## config.mk

```make
export PLATFORM = sky130hd
export DESIGN_NAME = mem_arbiter
export DESIGN_NICKNAME = d
export VERILOG_FILES = /design/src/rtl/mem_arbiter.sv
export SDC_FILE = /design/constraint.sdc
export NUM_CORES = 1
export LEC_CHECK = 0
export ABC_AREA = 1
export BUFFER_PORTS_ARGS = -buffer_cell sky130_fd_sc_hd__buf_4
export CORE_AREA = 2 2 121 123
export DETAILED_ROUTE_END_ITERATION = 7
export DIE_AREA = 0 0 123 125
export HOLD_SLACK_MARGIN = 0.15
export REMOVE_ABC_BUFFERS = 1
export SETUP_SLACK_MARGIN = 0.05
export SLEW_MARGIN = 30
export SYNTH_ARGS = -nofsm -noshare
export SYNTH_HDL_FRONTEND = slang
export SYNTH_SLANG_ARGS = --single-unit
```

## constraint.sdc

```tcl
create_clock -name clk -period 1.9 [get_ports clk]
set_input_delay 0.38 -clock clk [delete_from_list [all_inputs] [get_ports clk]]
set_output_delay 0.38 -clock clk [all_outputs]
set_load 0.01 [all_outputs]
```

## src/rtl/mem_arbiter.sv

```systemverilog
// Two-port round-robin arbiter in front of a combinational-read, synchronous-write
// memory, with a bounded grant lock for atomic read-modify-write sequences.
module mem_arbiter #(
  parameter int LOCK_TIMEOUT = 16
) (
  input  logic        clk,
  input  logic        rst,
  input  logic        p0_valid,
  input  logic [31:0] p0_addr,
  input  logic [31:0] p0_wdata,
  input  logic [3:0]  p0_wenable,
  input  logic        p0_lock,
  output logic        p0_ready,
  output logic        p0_rsp_valid,
  output logic [31:0] p0_rsp_rdata,
  input  logic        p1_valid,
  input  logic [31:0] p1_addr,
  input  logic [31:0] p1_wdata,
  input  logic [3:0]  p1_wenable,
  input  logic        p1_lock,
  output logic        p1_ready,
  output logic        p1_rsp_valid,
  output logic [31:0] p1_rsp_rdata,
  output logic [31:0] mem_addr,
  output logic [31:0] mem_wdata,
  output logic [3:0]  mem_wenable,
  input  logic [31:0] mem_rdata
);

  typedef enum logic [1:0] {UNLOCKED, LOCKED0, LOCKED1} state_t;

  localparam logic [7:0] TIMEOUT = 8'(LOCK_TIMEOUT);

  state_t      state, state_nxt;
  logic        last_grant, last_grant_nxt;
  logic [7:0]  lock_cnt, lock_cnt_nxt;
  logic        gnt0, gnt1, acc, acc_lock;
  logic [7:0]  cnt_inc;

  function automatic logic [7:0] sat_inc(input logic [7:0] v);
    return (v == 8'hFF) ? v : v + 8'd1;
  endfunction

  assign cnt_inc = sat_inc(lock_cnt);

  always_ff @(posedge clk) begin
    if (rst) begin
      state      <= UNLOCKED;
      last_grant <= 1'b1;
      lock_cnt   <= 8'd0;
    end else begin
      state      <= state_nxt;
      last_grant <= last_grant_nxt;
      lock_cnt   <= lock_cnt_nxt;
    end
  end

  always_comb begin
    gnt0           = 1'b0;
    gnt1           = 1'b0;
    state_nxt      = state;
    last_grant_nxt = last_grant;
    lock_cnt_nxt   = lock_cnt;
    // Nothing is granted during reset, so no write can slip through.
    if (!rst) begin
      case (state)
        LOCKED0: gnt0 = p0_valid;
        LOCKED1: gnt1 = p1_valid;
        default: begin
          if (p0_valid && p1_valid) begin
            gnt0 = last_grant;
            gnt1 = !last_grant;
          end else begin
            gnt0 = p0_valid;
            gnt1 = p1_valid;
          end
        end
      endcase
    end
    acc      = gnt0 | gnt1;
    acc_lock = gnt0 ? p0_lock : p1_lock;
    if (acc) last_grant_nxt = gnt1;
    case (state)
      UNLOCKED: begin
        lock_cnt_nxt = 8'd0;
        // A timeout of 1 means the locking access itself exhausts the budget.
        if (acc && acc_lock && (TIMEOUT > 8'd1)) begin
          state_nxt    = gnt1 ? LOCKED1 : LOCKED0;
          lock_cnt_nxt = 8'd1;
        end
      end
      LOCKED0, LOCKED1: begin
        if (!acc || !acc_lock || (cnt_inc >= TIMEOUT)) begin
          state_nxt    = UNLOCKED;
          lock_cnt_nxt = 8'd0;
        end else begin
          lock_cnt_nxt = cnt_inc;
        end
      end
      default: begin
        state_nxt    = UNLOCKED;
        lock_cnt_nxt = 8'd0;
      end
    endcase
  end

  assign p0_ready    = gnt0;
  assign p1_ready    = gnt1;
  assign mem_addr    = gnt0 ? p0_addr    : (gnt1 ? p1_addr    : 32'd0);
  assign mem_wdata   = gnt0 ? p0_wdata   : (gnt1 ? p1_wdata   : 32'd0);
  assign mem_wenable = gnt0 ? p0_wenable : (gnt1 ? p1_wenable : 4'd0);

  // Response stage: capture pre-write read data at the accept edge.
  always_ff @(posedge clk) begin
    if (rst) begin
      p0_rsp_valid <= 1'b0;
      p1_rsp_valid <= 1'b0;
      p0_rsp_rdata <= 32'd0;
      p1_rsp_rdata <= 32'd0;
    end else begin
      p0_rsp_valid <= gnt0;
      p1_rsp_valid <= gnt1;
      if (gnt0) p0_rsp_rdata <= mem_rdata;
      if (gnt1) p1_rsp_rdata <= mem_rdata;
    end
  end

endmodule

```

==> results.sh <==
export IMPL_netlist_instances=606
export IMPL_timing_critical_path_required_ns=1.52
export IMPL_dominantRegCellSynth="dfxtp_1"
export IMPL_avgViaCountPerCell=4.58
export IMPL_finalNonFillerCells=1141
export IMPL_fp_dieW_microns=123
export IMPL_cts_sink_count=77
export IMPL_synth_edf_count=0
export IMPL_slew_violations=0
export IMPL_place_detailed_hpwl_mm=13.3
export IMPL_maximum_vdd_drop_uv=525
export IMPL_grt_max_degree=48
export IMPL_drive_above_1_share_pct=55.7
export IMPL_rows=44
export IMPL_initial_util_pct=27.6
export IMPL_relative_max_transition_margin_pct=64.7
export IMPL_grt_pass1_wl_mm=27.2
export IMPL_diodes=0
export IMPL_r2r_setup_slk_ns=-0.21
export IMPL_crit_path_arrival_time_ns=1.94
export IMPL_finalClockSkew_ns=0.00713
export IMPL_syn_area_per_cell_sq_um=6.46
export IMPL_drc=0
export IMPL_clk_latency_ns=0.34
export IMPL_gr_usage_met1_pct=29.4
export IMPL_portBuffers=309
export IMPL_overflow=0
export IMPL_dp_cells=1104
export IMPL_grt_setup_unrepaired="yes"
export IMPL_clock_tree_buffer_depth=2
export IMPL_cp_end_kind="output pin"
export IMPL_fill_cells=1350
export IMPL_detailroute_via_count=5226
export IMPL_max_cap_violations=0
export IMPL_setup_viol=76
export IMPL_core_region_area_sq_um=14200
export IMPL_floorplan_io_pins=310
export IMPL_cts_reportedPaths_clkPinSlew_ns=0.06
export IMPL_timing_worst_setup_path_type="reg2out"
export IMPL_final_seq_area_sq_um=1540
export IMPL_hp_class="in2reg"
export IMPL_final_setup_tns_ns=-27.14
export IMPL_drtIter0Drc=235
export IMPL_power_density_nw_per_um2=659
export IMPL_routability_congestion=0.863
export IMPL_synth_warnings=0
export IMPL_achievable_frequency_ghz=0.430
export IMPL_p_sw_share_pct=29.4
export IMPL_cts_made_buffers=9
export IMPL_track_usage_pct=23.1
export IMPL_failing_checks="negative setup slack"
export IMPL_internal_power_uw=3830
export IMPL_die_height_microns=125
export IMPL_report_final_hold_viol_count=0
export IMPL_wire_per_inst_microns=16.4
export IMPL_run_status="finished, violations left"
export IMPL_mappedNetlistArea_sq_um=3910
export IMPL_drt_pre_antenna_iters=4
export IMPL_grtUsageMet2_pct=37.2
export IMPL_post_route_worst_setup_slack_ns=-0.423
export IMPL_grt_antenna_before_repair=0
export IMPL_power_leakage_uw=0.00396
export IMPL_post_route_min_period_ns=2.32
export IMPL_synthToLayoutAreaGrowth_pct=110
export IMPL_tightestPinTransition_ns=0.530
export IMPL_cts_hold_repair_buffers=0
export IMPL_startpoint_kind_of_the_worst_setup_timing_path="register"
export IMPL_drtAntennaViolNets=0
export IMPL_h_tree_depth=3
export IMPL_total_power_uw=5430
export IMPL_number_of_global_route_vias_before_repair=5072
export IMPL_p_switching_uw=1600
export IMPL_power_frac_comb_pct=33.6
export IMPL_synth_ff_latch_count=77
export IMPL_final_nets=1131
export IMPL_post_route_period_util_pct=122
export IMPL_floorplan_die_area_sq_um=15400
export IMPL_pwr_share_seq_pct=32.3
export IMPL_critical_path_peak_fanout=6
export IMPL_ctsRootBufferMaster="clkbuf_16"
export IMPL_p_clk_share_pct=34.1
export IMPL_synth_cell_type_count=28
export IMPL_gr_max_usage_layer="met2"
export IMPL_cts_tree="yes"
export IMPL_multiInputGateArea_sq_um=2670
export IMPL_place_worst_setup_slack_ns=-0.338
export IMPL_ys_async_sr_fraction_pct=0
export IMPL_wirelength_mm=18.7
export IMPL_seq_total_area_yosys_pct=39.4
export IMPL_met3_usage_pct=8.44
layout by cell type (no fill, tap or decap), types with 3 or more instances in the layout:
cell type  netlist  final
nand3_1         80     29
nand3_4          1     12
buf_8            0      3
nand2_2          1     60
conb_1           1      4
buf_16           0      5
buf_12           0     12
nor2_4           2      5
inv_1           20     15
nand2_4          0      6
nand2_1        283    218
nand3_2          1     41
buf_4            6    299
dfxtp_1         77     75
clkbuf_16        0     13
buf_6            1     53
nor2_1          11      9
a21oi_1         64     64
ha_1             5      3
power groups by stage:
stage	sequential [uW]	combinational, uW	clock [uW]
2_1_floorplan	1820	464	0
3_3_place_gp	1780	1410	0
3_5_place_dp	1790	1410	0
4_1_cts	1750	1720	1900
5_1_grt	1760	1950	1970
6_report	1750	1830	1850
worst paths after layout:
kind,startpoint,endpoint,cells past startpoint
max,state[0],mem_addr[4],12
min,mem_rdata[23],p0_rsp_rdata[23],3
max reg2reg,state[0],lock_cnt[2],13
min reg2reg,p0_rsp_rdata[15],p0_rsp_rdata[15],2
layout make-up:
type	count	share of cell area (%)
clock buffer	9	2.74
clock inverter	7	1.19
inverter	20	1.19
multi-input combinational	468	32.5
sequential	77	18.8
tap	184	2.80
timing repair buffer	376	40.9
state kept, by name, indices dropped and copies added, names as in the netlist:
| name | cells |
|---|---|
| last_grant | 1 |
| lock_cnt | 8 |
| p0_rsp_rdata | 32 |
| p0_rsp_valid | 1 |
| p1_rsp_rdata | 32 |
| p1_rsp_valid | 1 |
| state | 2 |
stage by stage:
step	hold WS (ns)	util, %	cell area (sq um)
final	0.301	58.0	8230
after detailed placement	0.455	47.2	6710
after global routing	0.297	58.0	8230
after global placement	0.451	47.2	6710
after floorplan	0.442	-	3700
after CTS	0.290	55.7	7910
per-layer routing:
metal / vias up / routed length [microns]
met5: - / 0
li1: 2633 / -
met2: 203 / 8790
met3: 27 / 1710
met4: 0 / 352
met1: 2363 / 7890
synthesized netlist by cell type (2+ instances only):
master	number	area (sq um)
xor2_1	2	17.5
nor2_4	2	22.5
nor2_1	11	41.3
o21ai_0	2	10.0
dfxtp_1	77	1540
nand2_1	283	1060
clkbuf_1	16	60.1
nand3_1	80	400
buf_2	20	100
a21oi_2	2	17.5
inv_1	20	75.1
buf_4	6	45.0
nor4_1	2	12.5
nor2_2	2	12.5
a21oi_1	64	320
ha_1	5	62.6
cells by family after synthesis:
kind of cell,after synthesis,share of synthesized area [%]
simple gates,387,41.7
flops,77,39.4
compound gates,70,9.27
buf+inv,64,7.54
fa+ha+maj,5,1.60
xor+xnor,2,0.448
other cells,1,0.0958
critical path, cell delays in order (launching register included):
cell and delay [ns]:
dfxtp_2 0.33, inv_2 0.05, ha_4 0.24, inv_4 0.07, nor2_4 0.04, nor2_4 0.10
nand3_4 0.14, inv_8 0.13, buf_6 0.12, clkbuf_16 0.15, nand2_1 0.05, nand2_1 0.07
buf_6 0.11
what timing repair did:
| item | CTS | global route |
|---|---|---|
| buffers inserted | 9 | 3 |
| resized for setup | 156 | 68 |
| cloned | 6 | 4 |
| endpoints found under the setup margin | 106 | 81 |
| pin swaps | 19 | 16 |
| endpoints found under the hold margin | 0 | 0 |
(Power assumes the default switching activity.)
